===== src/rtl/cache_ctrl.sv =====
// cache_ctrl -- direct-mapped, write-back, write-allocate cache controller.
//
// Sits between the CPU request generator and a byte-wide main memory.
// The cache has 8 lines of 32 bytes. The address splits into
// tag = addr[15:8], index = addr[7:5] and offset = addr[4:0].
//
// Optional feature: define CACHE_STATS_EN to build saturating hit/miss
// counters. When it is undefined, hit_cnt and miss_cnt are tied to zero.
//
// Ports
//   clk, rst            clock (rising edge); asynchronous active-high reset
//   cs, wr_rd           CPU select (a request is a 0->1 edge); 1 = write
//   addr, cpu_din       CPU byte address and write data
//   cpu_dout, rdy       read data (holds until next read hit); 1 = idle
//   mem_req, mem_wr     memory transfer request (held until ack); 1 = write
//   mem_addr, mem_wdata memory byte address and write data
//   mem_rdata, mem_ack  memory read data and one-cycle completion pulse
//   hit_cnt, miss_cnt   statistics counters
//
// Memory handshake: mem_req rises and stays high until the cycle in which
// mem_ack is seen high. mem_rdata is taken in that same cycle. mem_req then
// drops for exactly one cycle before the next transfer. mem_ack is ignored
// while mem_req is low.
module cache_ctrl #(
  parameter int TAG_W    = 8,
  parameter int INDEX_W  = 3,
  parameter int OFFSET_W = 5
) (
  input  logic                            clk,
  input  logic                            rst,
  input  logic                            cs,
  input  logic                            wr_rd,
  input  logic [TAG_W+INDEX_W+OFFSET_W-1:0] addr,
  input  logic [7:0]                      cpu_din,
  output logic [7:0]                      cpu_dout,
  output logic                            rdy,
  output logic                            mem_req,
  output logic                            mem_wr,
  output logic [TAG_W+INDEX_W+OFFSET_W-1:0] mem_addr,
  output logic [7:0]                      mem_wdata,
  input  logic [7:0]                      mem_rdata,
  input  logic                            mem_ack,
  output logic [15:0]                     hit_cnt,
  output logic [15:0]                     miss_cnt
);

  localparam int AW     = TAG_W + INDEX_W + OFFSET_W;
  localparam int LINES  = 1 << INDEX_W;
  localparam int LINE_B = 1 << OFFSET_W;

  typedef enum logic [2:0] {
    S_IDLE   = 3'd0,
    S_LOOKUP = 3'd1,
    S_HIT    = 3'd2,
    S_WB     = 3'd3,
    S_FILL   = 3'd4
  } state_t;

  state_t                r_state;
  state_t                w_state_nxt;
  logic                  r_cs_d;
  logic [AW-1:0]         r_addr;
  logic                  r_wr;
  logic [7:0]            r_din;
  logic [7:0]            r_cpu_dout;
  logic [LINES-1:0]      r_valid;
  logic [LINES-1:0]      r_dirty;
  logic [TAG_W-1:0]      r_tag [LINES];
  logic [7:0]            r_data [LINES*LINE_B];
  logic [OFFSET_W-1:0]   r_cnt;
  logic                  r_mem_req;

  logic [TAG_W-1:0]      w_tag;
  logic [INDEX_W-1:0]    w_idx;
  logic [OFFSET_W-1:0]   w_off;
  logic                  w_accept;
  logic                  w_hit;
  logic                  w_ack;
  logic                  w_last;

  assign w_tag    = r_addr[AW-1 -: TAG_W];
  assign w_idx    = r_addr[OFFSET_W +: INDEX_W];
  assign w_off    = r_addr[OFFSET_W-1:0];
  assign w_accept = cs & ~r_cs_d & (r_state == S_IDLE);
  assign w_hit    = r_valid[w_idx] & (r_tag[w_idx] == w_tag);
  assign w_ack    = mem_ack & r_mem_req;
  assign w_last   = (r_cnt == {OFFSET_W{1'b1}});

  // State register
  always_ff @(posedge clk or posedge rst) begin
    if (rst) r_state <= S_IDLE;
    else     r_state <= w_state_nxt;
  end

  // Next-state logic
  always_comb begin
    w_state_nxt = r_state;
    case (r_state)
      S_IDLE:   if (w_accept) w_state_nxt = S_LOOKUP;
      S_LOOKUP: begin
        if (w_hit)                             w_state_nxt = S_HIT;
        else if (r_valid[w_idx] & r_dirty[w_idx]) w_state_nxt = S_WB;
        else                                   w_state_nxt = S_FILL;
      end
      S_HIT:    w_state_nxt = S_IDLE;
      S_WB:     if (w_ack && w_last) w_state_nxt = S_FILL;
      S_FILL:   if (w_ack && w_last) w_state_nxt = S_LOOKUP;
      default:  w_state_nxt = S_IDLE;
    endcase
  end

  // Control and tag-store registers
  always_ff @(posedge clk or posedge rst) begin
    if (rst) begin
      r_cs_d     <= 1'b0;
      r_addr     <= '0;
      r_wr       <= 1'b0;
      r_din      <= '0;
      r_cpu_dout <= '0;
      r_valid    <= '0;
      r_dirty    <= '0;
      r_cnt      <= '0;
      r_mem_req  <= 1'b0;
      for (int i = 0; i < LINES; i++) r_tag[i] <= '0;
    end else begin
      r_cs_d <= cs;
      if (w_accept) begin
        r_addr <= addr;
        r_wr   <= wr_rd;
        r_din  <= cpu_din;
      end
      case (r_state)
        S_LOOKUP: begin
          // A miss raises the first request on the way into WB or FILL.
          if (!w_hit) begin
            r_mem_req <= 1'b1;
            r_cnt     <= '0;
          end
        end
        S_HIT: begin
          if (r_wr) r_dirty[w_idx] <= 1'b1;
          else      r_cpu_dout     <= r_data[{w_idx, w_off}];
        end
        S_WB, S_FILL: begin
          if (w_ack) begin
            // Drop the request for one cycle; the counter wraps 31->0.
            r_mem_req <= 1'b0;
            r_cnt     <= r_cnt + 1'b1;
            if (r_state == S_FILL && w_last) begin
              r_valid[w_idx] <= 1'b1;
              r_dirty[w_idx] <= 1'b0;
              r_tag[w_idx]   <= w_tag;
            end
          end else if (!r_mem_req) begin
            r_mem_req <= 1'b1;
          end
        end
        default: ;
      endcase
    end
  end

  // Data array: not reset, only written by fills and write hits.
  always_ff @(posedge clk) begin
    if (r_state == S_FILL && w_ack)
      r_data[{w_idx, r_cnt}] <= mem_rdata;
    else if (r_state == S_HIT && r_wr)
      r_data[{w_idx, w_off}] <= r_din;
  end

  // Memory port: address/data are driven only during a burst.
  always_comb begin
    mem_addr  = '0;
    mem_wdata = '0;
    if (r_state == S_WB) begin
      mem_addr  = {r_tag[w_idx], w_idx, r_cnt};
      mem_wdata = r_data[{w_idx, r_cnt}];
    end else if (r_state == S_FILL) begin
      mem_addr  = {w_tag, w_idx, r_cnt};
    end
  end

  assign mem_req  = r_mem_req;
  assign mem_wr   = (r_state == S_WB);
  assign rdy      = (r_state == S_IDLE);
  assign cpu_dout = r_cpu_dout;

`ifdef CACHE_STATS_EN
  // r_first marks the first LOOKUP of a request so that the re-LOOKUP
  // after a fill is not counted a second time.
  logic        r_first;
  logic [15:0] r_hit_cnt;
  logic [15:0] r_miss_cnt;

  always_ff @(posedge clk or posedge rst) begin
    if (rst) begin
      r_first    <= 1'b0;
      r_hit_cnt  <= '0;
      r_miss_cnt <= '0;
    end else if (w_accept) begin
      r_first <= 1'b1;
    end else if (r_state == S_LOOKUP) begin
      r_first <= 1'b0;
      if (r_first) begin
        if (w_hit) begin
          if (r_hit_cnt != 16'hFFFF) r_hit_cnt <= r_hit_cnt + 16'd1;
        end else begin
          if (r_miss_cnt != 16'hFFFF) r_miss_cnt <= r_miss_cnt + 16'd1;
        end
      end
    end
  end

  assign hit_cnt  = r_hit_cnt;
  assign miss_cnt = r_miss_cnt;
`else
  assign hit_cnt  = 16'h0000;
  assign miss_cnt = 16'h0000;
`endif

endmodule


===== config.mk =====
export PLATFORM = sky130hd
export DESIGN_NAME = cache_ctrl
export DESIGN_NICKNAME = d
export VERILOG_FILES = /design/src/rtl/cache_ctrl.sv
export SDC_FILE = /design/constraint.sdc
export NUM_CORES = 2
export LEC_CHECK = 0
export BUFFER_PORTS_ARGS = -buffer_cell sky130_fd_sc_hd__buf_4
export CORE_ASPECT_RATIO = 2
export CORE_MARGIN = 3
export CORE_UTILIZATION = 57
export DETAILED_ROUTE_END_ITERATION = 10
export MAX_ROUTING_LAYER = met4
export PLACE_DENSITY = 0.82
export SYNTH_ARGS = -nofsm -noshare
export SYNTH_HDL_FRONTEND = slang
export SYNTH_SLANG_ARGS = --single-unit

===== constraint.sdc =====
create_clock -name clk -period 5.35 [get_ports clk]
set_clock_uncertainty 0.05 [all_clocks]
set_input_delay 0.8025 -clock clk [delete_from_list [all_inputs] [get_ports clk]]
set_output_delay 0.8025 -clock clk [all_outputs]
set_load 0.01 [all_outputs]

==> results.json <==
{
  "status": "finished with violations",
  "violations": "max-capacitance violations, max-slew violations, negative setup slack",
  "rows": 219,
  "gp_congestion": 1.093,
  "synthTopCellsByArea": "edfxtp_1, mux4_2, dfrtp_1, mux2i_1, mux2_2",
  "cts_tree": "yes",
  "drc": 0,
  "slowest_stage": "dfrtp_4",
  "p_per_area_mw_per_mm2": 492.8,
  "root_buffer": "clkbuf_16",
  "synth_top_area_share_pct": 60.14,
  "r2r_start": "r_addr[5]$_DFFE_PP0P_",
  "fin_crit_sh_pct": 104.8,
  "rsz0062_at_grt": "yes",
  "worstSkewPairLatency_ns": 0.88,
  "vias_per_cell": 7.960,
  "syn_avg_cell_area_um2": 18.80,
  "cts_buffer_depth": 4,
  "wire_per_inst_um": 47.19,
  "hold_depth": 1,
  "wl_mm": 397.4,
  "synth_edf_count": 2048,
  "instances_no_fill": 8422,
  "slew_violations": 3,
  "cp-start-kind": "register",
  "synthCells": 5441,
  "async_flop_share_pct": 5.666,
  "final_nets": 5930,
  "tightest_slew_ns": 2.097,
  "worstPathMaxFanout": 12,
  "seqCellArea_mm2": 0.06461,
  "cp_common_cell": "buf_4",
  "setup_violations": 8,
  "cp.required_ns": 4.50,
  "multi_input_area_mm2": 0.03590,
  "ys_ff_latch": 2171,
  "num_vias": 67037,
  "grt_pass1_vias": 65410,
  "cts_sinks": 2171,
  "die_width_um": 305.5,
  "reg2reg_depth": 8,
  "fin_ws_ns": -0.2562,
  "hold_path_class": "in2reg",
  "peakVddDrop_mv": 0.3800,
  "end_kind": "primary output",
  "grt-ovfl-total": 0,
  "synth_flop_cell": "edfxtp_1",
  "antenna_found_initial": 58,
  "grt_usage_pct": 44.66,
  "core_mm2": 0.1781,
  "syn-cell-area_mm2": 0.1023,
  "place_inst": 7986,
  "grt_max_degree": 161,
  "min-delay-start": "cs",
  "area_growth_pct": 13.26,
  "ys_seq_area_share_pct": 63.15,
  "cp.arrival_ns": 4.75,
  "critPathKind": "reg2out",
  "cts_buffers": 188,
  "clk_pin_slew_ns": 0.07,
  "synth.distinct_cells": 69,
  "drv_cap": 2,
  "die_h_um": 605.0,
  "io_pins": 104,
  "antenna_left": 0,
  "power_leakage_uw": 0.03717,
  "dpl.hpwl_mm": 265.0,
  "critical_path.max_stage_delay_ns": 0.66,
  "numPortBuffers": 71,
  "start_util_pct": 57.42,
  "hold_viol": 0,
  "grt_pass1_wl_mm": 541.2,
  "worstPathCellList": "buf_4 -> buf_16 -> nor2_4 -> buf_4 -> buf_4 -> a22oi_1 -> nand3_1 -> o211ai_1 -> o21ai_0 -> a31oi_2 -> buf_4 -> buf_4",
  "dr.pass1.iters": 9,
  "cts.htree.levels": 4,
  "drt_iter0_drc": 12540,
  "r2r_end": "cpu_dout[7]$_DFFE_PP0P_",
  "synth_warnings": 0,
  "whs_endpoint": "r_cs_d$_DFF_PP0_",
  "fin_crit_ns": 5.606,
  "regToRegSetupSlack_ns": 0.32,
  "synth_top_area_cell": "edfxtp_1",
  "fillers": 11497,
  "pre_cts_ws_ns": -0.4779,
  "maxSlewHeadroom_pct": -40.05,
  "design.die.area_mm2": 0.1848,
  "layout-drive-gt1-share_pct": 37.84,
  "clock.fmax_mhz": 178.4
}
[Yosys cell counts (all sizes together) (39+ instances only)]
| cell type | n |
|---|---|
| dfrtp | 123 |
| a21oi | 66 |
| mux2i | 237 |
| mux2 | 144 |
| mux4 | 1073 |
| a22oi | 83 |
| nor2 | 353 |
| buf | 264 |
| edfxtp | 2048 |
| o21ai | 70 |
| o22ai | 39 |
| nand3 | 88 |
| clkbuf | 209 |
| nand2 | 228 |
[metrics by stage]
| stage | instance area [µm²] | hold WS, ns | TNS (ns) | util (%) | power [µW] |
|---|---|---|---|---|---|
| 2_1_floorplan | 102400 | 0.3837 | 0 | - | 32900 |
| 3_3_place_gp | 108800 | 0.4011 | -0.7702 | 61.07 | 41570 |
| 3_5_place_dp | 108800 | 0.4036 | -0.8500 | 61.07 | 41790 |
| 4_1_cts | 115200 | 0.001838 | -0.0005671 | 64.67 | 55460 |
| 5_1_grt | 115800 | 0.02725 | -0.1683 | 65.02 | 57550 |
| 6_report | 115800 | 0.02997 | -0.9870 | 65.03 | 57080 |
[metal layers]
metal	routed length, µm	track usage (%)	vias up	part of all wire, %
li1	-	-	23888	-
met1	108900	46.59	34156	27
met2	182900	66.50	6911	46
met3	53000	14.77	2082	13
met4	52620	41.97	0	13
met5	0	-	-	0
[report_power, final]
part | leakage (µW) | switching (µW) | internal [µW]
combinational | 0.0143 | 14100 | 9430
sequential | 0.0200 | 830 | 19100
clock | 0.00286 | 6320 | 7370
[cell usage in the layout (no fill, tap or decap), types with 12 or more instances in the layout]
master         n
a221oi_1      16
conb_1        32
o22ai_1       39
diode_2       72
a22oi_1       79
mux2i_1      227
nor4_1        12
mux2_2       136
a211oi_1      25
buf_4        626
nor3_1        31
clkinvlp_4    13
o211ai_1      21
a31oi_1       29
clkinv_1      34
o31ai_1       12
a21oi_1       62
o21ai_0       61
bufinv_16     16
nand2_1      227
clkbuf_1      32
buf_12        45
clkinv_2      32
dfrtp_1      111
nand2b_1      14
nor2b_1       24
mux4_2      1073
or2_2         12
a22o_1        13
nor2_1       348
nand3_1       87
clkbuf_16    198
o221ai_1      13
edfxtp_1    2048
and3_1        14
[worst max path at each step]
stage,from,endpoint,depth (start not counted)
floorplan,r_state[2]$_DFFE_PP0P_,r_data[0][0]$_DFFE_PP_,7
detailed placement,r_cnt[0]$_DFFE_PP0P_,mem_wdata[2],12
global placement,r_cnt[0]$_DFFE_PP0P_,mem_wdata[7],11
global route,r_cnt[0]$_DFFE_PP0P_,mem_wdata[6],13
CTS,r_cnt[2]$_DFFE_PP0P_,mem_wdata[7],10
finish,r_cnt[1]$_DFFE_PP0P_,mem_wdata[3],12
[registers in the layout, summed over array words and instances (netlist names), named ones only]
register / cells
r_cnt: 5
r_addr: 16
r_din: 8
r_state: 3
r_data: 2048
r_wr: 1
r_valid: 8
cpu_dout: 8
r_cs_d: 1
r_tag: 64
mem_req: 1
[final cells by class]
type,count,share of cell area [%]
sequential,2171,55.78
clock inverter,102,0.8091
tap,2320,2.506
inverter,11,0.05293
antenna,72,0.1555
multi-input combinational,2817,30.99
timing repair buffer,702,5.424
clock buffer,227,4.278
[timing repair]
action / 4_1_cts / 5_1_grt
hold buffers: 0 / 0
gates resized for setup: 50 / 32
setup endpoints to repair: 8 / 8
buffers inserted: 18 / 5
pin swaps: 1 / 3
cloned: 2 / 7
[critical path, delay by kind of cell (launching register included)]
family / cells / cell delay [ns]
AO/OA/AOI/OAI: 4 / 1.23
buffers and inverters: 6 / 1.37
flip-flops: 1 / 0.66
AND/OR/NAND/NOR: 2 / 0.61
[cell families after synthesis]
logic type      count (synthesis)  share of synthesized area (%)
compound gates                482                          3.296
mux                          1454                          27.54
other cells                     1                       0.003667
buf+inv                       484                          2.322
flops                        2171                          63.15
simple gates                  837                          3.586
fa+ha+maj                       2                        0.02447
xor+xnor                       10                        0.08565
(Power assumes the default switching activity.)
